==> src/rtl/write_back_pkg.sv <==
// write_back_pkg: write-back source codes and request bundle shared by the arbiter and its users.
package write_back_pkg;
  typedef enum logic [1:0] {
    WRITE_BACK_SEL_ALU  = 2'd0,
    WRITE_BACK_SEL_MEM  = 2'd1,
    WRITE_BACK_SEL_PC   = 2'd2,
    WRITE_BACK_SEL_RSVD = 2'd3
  } write_back_select_t;
  localparam int WB_NUM_SRC = 3;
  localparam int WB_STARVE_LIMIT_DEFAULT = 4;
  localparam int WB_XLEN = 32;
  localparam int WB_REG_ADDR_W = 5;
  typedef struct packed {
    logic                     valid;
    logic [WB_REG_ADDR_W-1:0] rd;
    logic [WB_XLEN-1:0]       data;
  } wb_req_t;
endpackage

==> src/rtl/wb_wait_counter.sv <==
// wb_wait_counter: counts consecutive lost cycles, saturating at LIMIT, which flags the requester as starved.
module wb_wait_counter #(
  parameter int unsigned LIMIT = 4
) (
  input  logic clk,
  input  logic rst_n,
  input  logic inc,
  input  logic clr,
  output logic starved
);
  logic [3:0] count;
  assign starved = count == 4'(LIMIT);
  always_ff @(posedge clk or negedge rst_n)
    if (!rst_n) count <= '0;
    else if (clr) count <= '0;
    else if (inc && !starved) count <= count + 4'd1;
endmodule

==> src/rtl/write_back_arbiter.sv <==
// write_back_arbiter: shares the register-file write port between MEM, ALU and PC-link results,
// fixed priority MEM > ALU > PC with promotion of starved requesters.
module write_back_arbiter
  import write_back_pkg::*;
#(
  parameter int XLEN = 32,
  parameter int REG_ADDR_W = 5,
  parameter int unsigned STARVE_LIMIT = WB_STARVE_LIMIT_DEFAULT
) (
  input  logic                  clk,
  input  logic                  rst_n,
  input  logic                  wb_stall,
  input  logic                  mem_valid,
  output logic                  mem_ready,
  input  logic [REG_ADDR_W-1:0] mem_rd,
  input  logic [XLEN-1:0]       mem_data,
  input  logic                  alu_valid,
  output logic                  alu_ready,
  input  logic [REG_ADDR_W-1:0] alu_rd,
  input  logic [XLEN-1:0]       alu_data,
  input  logic                  pc_valid,
  output logic                  pc_ready,
  input  logic [REG_ADDR_W-1:0] pc_rd,
  input  logic [XLEN-1:0]       pc_value,
  output logic                  rf_we,
  output logic [REG_ADDR_W-1:0] rf_waddr,
  output logic [XLEN-1:0]       rf_wdata,
  output write_back_select_t    wb_sel
);
  logic [WB_NUM_SRC-1:0] valid, starved, cand, gnt;
  logic [REG_ADDR_W-1:0] nxt_addr;
  logic [XLEN-1:0] nxt_data;
  write_back_select_t nxt_sel;
  logic upd;
  assign valid = {pc_valid, alu_valid, mem_valid};
  // starved requesters preempt; bit 0 (MEM) is highest priority, lowest set bit wins
  assign cand = (rst_n && !wb_stall) ? (|(starved & valid) ? starved & valid : valid) : '0;
  assign gnt = cand & (~cand + 3'd1);
  assign {pc_ready, alu_ready, mem_ready} = gnt;
  for (genvar i = 0; i < WB_NUM_SRC; i++) begin : g_wait
    wb_wait_counter #(.LIMIT(STARVE_LIMIT)) u_wait (
      .clk    (clk),
      .rst_n  (rst_n),
      .inc    (valid[i] && !gnt[i]),
      .clr    (!valid[i] || gnt[i]),
      .starved(starved[i])
    );
  end
  always_comb begin
    nxt_addr = gnt[0] ? mem_rd : gnt[1] ? alu_rd : pc_rd;
    nxt_data = gnt[0] ? mem_data : gnt[1] ? alu_data : pc_value + XLEN'(4);
    nxt_sel  = gnt[0] ? WRITE_BACK_SEL_MEM : gnt[1] ? WRITE_BACK_SEL_ALU : WRITE_BACK_SEL_PC;
    upd      = |gnt && nxt_addr != '0;
  end
  // x0 writes are accepted but leave the output register untouched
  always_ff @(posedge clk or negedge rst_n)
    if (!rst_n) begin
      rf_we    <= 1'b0;
      rf_waddr <= '0;
      rf_wdata <= '0;
      wb_sel   <= WRITE_BACK_SEL_ALU;
    end else begin
      rf_we <= upd;
      if (upd) begin
        rf_waddr <= nxt_addr;
        rf_wdata <= nxt_data;
        wb_sel   <= nxt_sel;
      end
    end
endmodule

==> config.mk <==
export PLATFORM = sky130hd
export DESIGN_NAME = write_back_arbiter
export DESIGN_NICKNAME = d
export VERILOG_FILES = /design/src/rtl/write_back_pkg.sv /design/src/rtl/wb_wait_counter.sv /design/src/rtl/write_back_arbiter.sv
export SDC_FILE = /design/constraint.sdc
export NUM_CORES = 1
export LEC_CHECK = 0
export CORE_MARGIN = 4
export CORE_UTILIZATION = 45
export DETAILED_ROUTE_END_ITERATION = 8
export HOLD_SLACK_MARGIN = 0.03
export PLACE_DENSITY = 0.85
export SLEW_MARGIN = 20
export SYNTH_ARGS = -nofsm -noshare
export SYNTH_HDL_FRONTEND = slang
export SYNTH_SLANG_ARGS = --single-unit
==> constraint.sdc <==
create_clock -name clk -period 8.1 [get_ports clk]
set_input_delay 2.025 -clock clk [delete_from_list [all_inputs] [get_ports clk]]
set_output_delay 2.025 -clock clk [all_outputs]
set_load 0.02 [all_outputs]
==> results of run 1 <==
-- placed cells by master (no fill, tap or decap), types with 2 or more instances in the layout --
cell type	n
sky130_fd_sc_hd__dfrtp_1	52
sky130_fd_sc_hd__a21oi_1	19
sky130_fd_sc_hd__ha_1	7
sky130_fd_sc_hd__nand2b_1	3
sky130_fd_sc_hd__nand3_1	16
sky130_fd_sc_hd__nand4b_1	3
sky130_fd_sc_hd__and3b_1	2
sky130_fd_sc_hd__o211ai_1	22
sky130_fd_sc_hd__o41ai_1	2
sky130_fd_sc_hd__a21o_1	8
sky130_fd_sc_hd__nand4_4	2
sky130_fd_sc_hd__inv_1	12
sky130_fd_sc_hd__o31ai_1	4
sky130_fd_sc_hd__a31o_2	3
sky130_fd_sc_hd__a31oi_1	27
sky130_fd_sc_hd__nand3b_1	6
sky130_fd_sc_hd__xor2_1	2
sky130_fd_sc_hd__clkinv_2	2
sky130_fd_sc_hd__buf_4	4
sky130_fd_sc_hd__a221oi_1	5
sky130_fd_sc_hd__nor3_1	11
sky130_fd_sc_hd__nor2_1	57
sky130_fd_sc_hd__nand2_1	60
sky130_fd_sc_hd__clkbuf_8	5
sky130_fd_sc_hd__o21ai_0	18
sky130_fd_sc_hd__or2_2	2
sky130_fd_sc_hd__nand4_1	5
sky130_fd_sc_hd__xnor2_1	21
sky130_fd_sc_hd__or3_1	3
sky130_fd_sc_hd__nor4_1	6
sky130_fd_sc_hd__clkdlybuf4s50_1	158
sky130_fd_sc_hd__a211oi_1	4
sky130_fd_sc_hd__or4_1	7
-- critical path, cell delays in order --
cell and delay (ns):
sky130_fd_sc_hd__clkdlybuf4s50_1 0.55, sky130_fd_sc_hd__nand4b_1 0.11, sky130_fd_sc_hd__a21oi_1 0.21, sky130_fd_sc_hd__or2_2 0.15, sky130_fd_sc_hd__buf_4 0.39, sky130_fd_sc_hd__and2_1 0.21, sky130_fd_sc_hd__clkdlybuf4s50_1 0.60
-- per-layer routing --
| layer | part of all wire | vias to the layer above |
|---|---|---|
| met5 | 0 | - |
| met4 | 0.020 | 0 |
| met3 | 0.087 | 16 |
| met2 | 0.48 | 190 |
| met1 | 0.41 | 1808 |
| li1 | - | 1847 |
-- state kept, by name, summed over array words and instances (netlist names) --
signal,count
rf_wdata,32
wb_sel,2
rf_waddr,5
g_wait.u_wait.count,12
rf_we,1
-- metrics by stage --
step | hold WS, ns | instances | power [mW]
after global placement | 0.4610 | 664 | 0.7668
after floorplan | 0.5101 | 429 | 0.5611
after CTS | 0.4932 | 672 | 0.9334
final | 0.4860 | 672 | 0.9256
after detailed placement | 0.4695 | 664 | 0.7783
after global routing | 0.5198 | 672 | 0.9796
-- power by group through the flow --
stage | Clock [mW] | Sequential, mW | Combinational [mW]
after detailed placement | 0 | 0.366 | 0.412
after global placement | 0 | 0.363 | 0.404
final | 0.152 | 0.361 | 0.412
after floorplan | 0 | 0.424 | 0.137
after global routing | 0.168 | 0.369 | 0.442
after CTS | 0.158 | 0.361 | 0.414
-- cell type report --
| cell class | count | area, um2 | share of cell area |
|---|---|---|---|
| repair buffers | 163 | 1617 | 0.3121 |
| clock inverters | 3 | 18.77 | 0.003623 |
| flip-flops and latches | 52 | 1301 | 0.2512 |
| inverters | 13 | 48.80 | 0.009420 |
| multi-input cells | 337 | 2002 | 0.3865 |
| well taps | 99 | 123.9 | 0.02391 |
| clock buffers | 5 | 68.82 | 0.01329 |
-- kinds of logic after synthesis --
| logic type | Yosys count | synth area share |
|---|---|---|
| buffers and inverters | 40 | 0.05342 |
| AO/OA/AOI/OAI | 119 | 0.2273 |
| AND/OR/NAND/NOR | 188 | 0.2635 |
| adder cells (fa/ha/maj) | 7 | 0.02510 |
| flip-flops | 52 | 0.3729 |
| XOR/XNOR | 23 | 0.05773 |
-- worst paths after layout --
path / from / end / slack (ns) / depth (start not counted)
max reg2reg: g_wait[0].u_wait.count[0] / rf_wdata[8] / 5.02 / 10
min: rf_wdata[0] / rf_wdata[0] / 0.49 / 1
min in group asynchronous: rst_n / rf_wdata[0] / 1.92 / 2
min reg2reg: rf_wdata[0] / rf_wdata[0] / 0.49 / 1
max in group asynchronous: rst_n / rf_wdata[14] / 5.72 / 2
max: alu_valid / pc_ready / 1.83 / 7
==> out/qor.txt, run 1 <==
result of the run: complete, no violations
post-synthesis instance total: 429
clock-pin slew on the worst setup and hold paths: 0.10 ns
global routing's busiest layer: met2
Power Internal: 0.5856 mW
Max FO, Critical Path: 42
largest net degree at the start of global routing: 58
tightest slew margin relative to the limit: 0.4267
peak ir drop on the vdd network: 0.09678 mV
die area: 9228 um2
GRT Total Usage: 0.2492
die extent in x: 96.06 um
number of input and output port buffers inserted: 159
CP Launch Type: input port
Nets: 696
count of state elements after synthesis: 52
fraction of power spent switching nets: 0.3673
total DRC errors in the routed layout: 0
count of vias placed by the detailed router: 3861
worst-case setup margin in the final layout: 1.831 ns
clock period minus worst slack: 6.269 ns
maximum frequency from static timing analysis: 159.5 MHz
portion of synthesized cell area occupied by the leading cell type: 0.3729
clock sink count: 52
mean area per synthesized cell: 8.134 um2
sequential share of the synthesized area: 0.3729
maximum buffer depth of the clock tree: 2
first-pass GRT wire length: 17910 um
total negative setup slack: 0 ns
FFs w/ async S/R, synth: 1.000
initial core utilization: 0.4710
primary flip-flop cell chosen by synthesis mapping: sky130_fd_sc_hd__dfrtp_1
fraction of power consumed by combinational cells: 0.445
total grt overflow: 0
via count of the first global-routing pass: 3758
1st-pass router iterations: 5
layout cells sized above 1: 0.04363
total number of H-tree levels: 2
count of distinct cell types in the synthesized netlist: 46
number of antenna violations at the first check in global routing: 0
worst setup path category: input port to output port
Detailed Route Iter0 Violations: 190
Static Leak: 1.998 nW
root buffer selected by CTS: sky130_fd_sc_hd__clkbuf_8
share of total power in the clock network: 0.165
switching power summed over all nets: 0.3400 mW
worst slack at placement: 1.840 ns
Num CTS Buffers: 5
IO Pins: 160
library cell with the largest summed area after synthesis: sky130_fd_sc_hd__dfrtp_1
Post-Synthesis Cell Area: 3490 um2
Placed Instance Area: 5092 um2
residual antenna-violating net count after detailed routing: 0
final estimated routing congestion in global placement: 0.8988
Data arrival, critical path: 4.24 ns
count of final setup violators: 0
GR met3 Demand/Resource: 0.05395
global routing usage on met2: 0.4324
fraction of the core area covered by cells at the end of the flow: 0.6992
count of final hold-check violations: 0
final wirelength: 11480 um
unrepaired setup endpoints after global routing: no
sort of element at the end of the critical path: output port
worst hold path type: flop to flop
sequential group share of total power: 0.390
area growth from synthesis to layout: 48.44%
Layout Skew: 0.004376 ns
fin area: 5180 um2
overall die height: 96.06 um
Syn. warnings: 0
GRT met1 Usage: 0.3058
final HPWL from detailed placement: 8755 um
post-synth net total: 553
count of hold-fix buffers inserted at cts: 0
post_cts resized: 0
number of enable-type register cells in the synthesized netlist: 0
core area: 7408 um2
number of rows in the core area: 31
count leader, synth: sky130_fd_sc_hd__nand2_1
max-slew violation count: 0
slew at the pin with the worst max-slew slack: 0.8568 ns
total power per unit cell area: 178.7 nW/um2
clock tree from TritonCTS: built
number of violations of the max-capacitance limit: 0
Diodes inserted: 0
fill cell total of the finished layout: 630
endpoint required time on the critical path: 6.08 ns
Period Utilization, post-route: 0.7740
worst-skew pair later-pin latency: 0.31 ns
number of setup buffers added after CTS: 0
via count normalized by instance count: 5.746
drt wl/cell: 17.08 um
main area contributors after synthesis: sky130_fd_sc_hd__dfrtp_1, sky130_fd_sc_hd__nand2_1, sky130_fd_sc_hd__nor2_1
cell types with the highest counts after synthesis: sky130_fd_sc_hd__nand2_1, sky130_fd_sc_hd__nor2_1, sky130_fd_sc_hd__dfrtp_1
No activity file was read; power rests on OpenSTA's default activity.
==> inputs of run 2 (changes only) <==
CORE_UTILIZATION = 38   (was 45)
PLACE_DENSITY = 0.76   (was 0.85)
clock period = 5.2 ns   (was 8.1 ns; I/O delays follow)
==> out/qor.txt, run 2 (same netlist as run 1, synthesis figures left out) <==
Hold Crit Start: rf_wdata[2]
Nets: 697
share of total power in the clock network: 0.166
post_cts resized: 0
Num CTS Buffers: 5
result of the run: complete, no violations
final wirelength: 11570 um
clock-pin slew on the worst setup and hold paths: 0.11 ns
die area: 10780 um2
max reg flops: 32
number of cells in the finished layout apart from fillers: 682
CP Launch Type: input port
most common library cell in the layout ignoring fill and taps: sky130_fd_sc_hd__clkdlybuf4s50_1
via count normalized by instance count: 5.587
die extent in x: 103.8 um
FF-to-FF End: rf_wdata[29]
Power Internal: 0.9137 mW
fraction of power consumed by combinational cells: 0.444
Min-Delay Endpoint: rf_wdata[2]
peak ir drop on the vdd network: 0.1682 mV
sequential group share of total power: 0.390
number of setup buffers added after CTS: 0
Static Leak: 1.999 nW
maximum buffer depth of the clock tree: 2
count of final setup violators: 0
number of antenna violations at the first check in global routing: 0
total power per unit cell area: 276.5 nW/um2
Layout Skew: 0.008181 ns
switching power summed over all nets: 0.5244 mW
unrepaired setup endpoints after global routing: no
Max FO, Critical Path: 5
final HPWL from detailed placement: 8906 um
residual antenna-violating net count after detailed routing: 0
leading cell types in the layout, fill and taps excluded: sky130_fd_sc_hd__clkdlybuf4s50_1, sky130_fd_sc_hd__nand2_1, sky130_fd_sc_hd__nor2_1
root buffer selected by CTS: sky130_fd_sc_hd__clkbuf_8
Diodes inserted: 0
largest registers ranked by flip-flop count: rf_wdata: 32 flops, g_wait.u_wait.count: 12 flops, rf_waddr: 5 flops
GRT Total Usage: 0.2114
max-slew violation count: 0
core area: 8848 um2
IO Pins: 160
count of final hold-check violations: 0
total DRC errors in the routed layout: 0
worst hold path type: flop to flop
via count of the first global-routing pass: 3772
count of vias placed by the detailed router: 3810
clock tree from TritonCTS: built
first-pass GRT wire length: 18890 um
clock sink count: 52
flop-to-flop setup slack: 2.11 ns
fraction of power spent switching nets: 0.3646
endpoint required time on the critical path: 3.90 ns
total grt overflow: 0
maximum frequency from static timing analysis: 218.5 MHz
number of violations of the max-capacitance limit: 0
startpoint of the worst register-to-register path: g_wait[0].u_wait.count[0]
overall die height: 103.8 um
number of input and output port buffers inserted: 159
fill cell total of the finished layout: 829
worst hold margin: 0.4900 ns
total negative setup slack: 0 ns
Detailed Route Iter0 Violations: 143
total number of H-tree levels: 2
1st-pass router iterations: 5
largest register by flop count: rf_wdata
clock period minus worst slack: 4.577 ns
initial core utilization: 0.3944
tightest slew margin relative to the limit: 0.4129
worst setup path category: input port to output port
drt wl/cell: 16.97 um
area growth from synthesis to layout: 49.05%
cell depth of the worst flop-to-flop path: 10
count of hold-fix buffers inserted at cts: 0
Final Total Pwr: 1.438 mW
final estimated routing congestion in global placement: 0.8954
Hold Crit Depth: 1
Period Utilization, post-route: 0.8803
worst-skew pair later-pin latency: 0.30 ns
layout cells sized above 1: 0.04530
sort of element at the end of the critical path: output port
number of rows in the core area: 34
slew at the pin with the worst max-slew slack: 0.8775 ns
Data arrival, critical path: 3.28 ns
largest net degree at the start of global routing: 59
Placed Instances: 674
-- run 2: routing by layer --
metal | vias up | GRT usage | share of wire
li1 | 1846 | - | -
met2 | 154 | 0.3626 | 0.49
met1 | 1791 | 0.2698 | 0.43
met3 | 19 | 0.03607 | 0.059
met5 | - | 0 | 0
met4 | 0 | 0.07028 | 0.024
-- run 2: worst max-delay path, stage by stage --
cell	delay [ns]
sky130_fd_sc_hd__clkdlybuf4s50_1	0.55
sky130_fd_sc_hd__nand4b_1	0.14
sky130_fd_sc_hd__a21oi_1	0.22
sky130_fd_sc_hd__or2_2	0.20
sky130_fd_sc_hd__inv_1	0.10
sky130_fd_sc_hd__nor2_1	0.12
sky130_fd_sc_hd__clkdlybuf4s50_1	0.65
-- run 2: final cells by class --
class / instances / area (um2) / area share
Clock buffer: 5 / 68.82 / 0.01323
Inverter: 13 / 48.80 / 0.009382
Timing Repair Buffer: 164 / 1624 / 0.3122
Tap cell: 108 / 135.1 / 0.02598
Multi-Input combinational cell: 337 / 2002 / 0.3849
Clock inverter: 3 / 21.27 / 0.004089
Sequential cell: 52 / 1301 / 0.2502
-- run 2: worst max path at each step --
stage,startpoint,end,slack (ns)
6_report,alu_valid,alu_ready,0.62
3_5_place_dp,alu_valid,alu_ready,0.61
5_1_grt,alu_valid,alu_ready,0.51
3_3_place_gp,alu_valid,alu_ready,0.74
2_1_floorplan,pc_valid,alu_ready,1.23
4_1_cts,alu_valid,alu_ready,0.59
-- run 2: power groups by stage --
stage | combinational, mW | clock, mW | sequential (mW)
6_report | 0.639 | 0.239 | 0.561
4_1_cts | 0.644 | 0.250 | 0.561
2_1_floorplan | 0.213 | 0 | 0.661
3_3_place_gp | 0.631 | 0 | 0.563
3_5_place_dp | 0.642 | 0 | 0.569
5_1_grt | 0.689 | 0.266 | 0.574
-- run 2: stage by stage --
stage	instance area (um2)	setup slack, ns	utilization
after floorplan	3490	1.231	-
after global placement	5111	0.7390	0.5776
after detailed placement	5111	0.6138	0.5776
after CTS	5201	0.5948	0.5878
after global routing	5201	0.5080	0.5878
final	5201	0.6225	0.5878
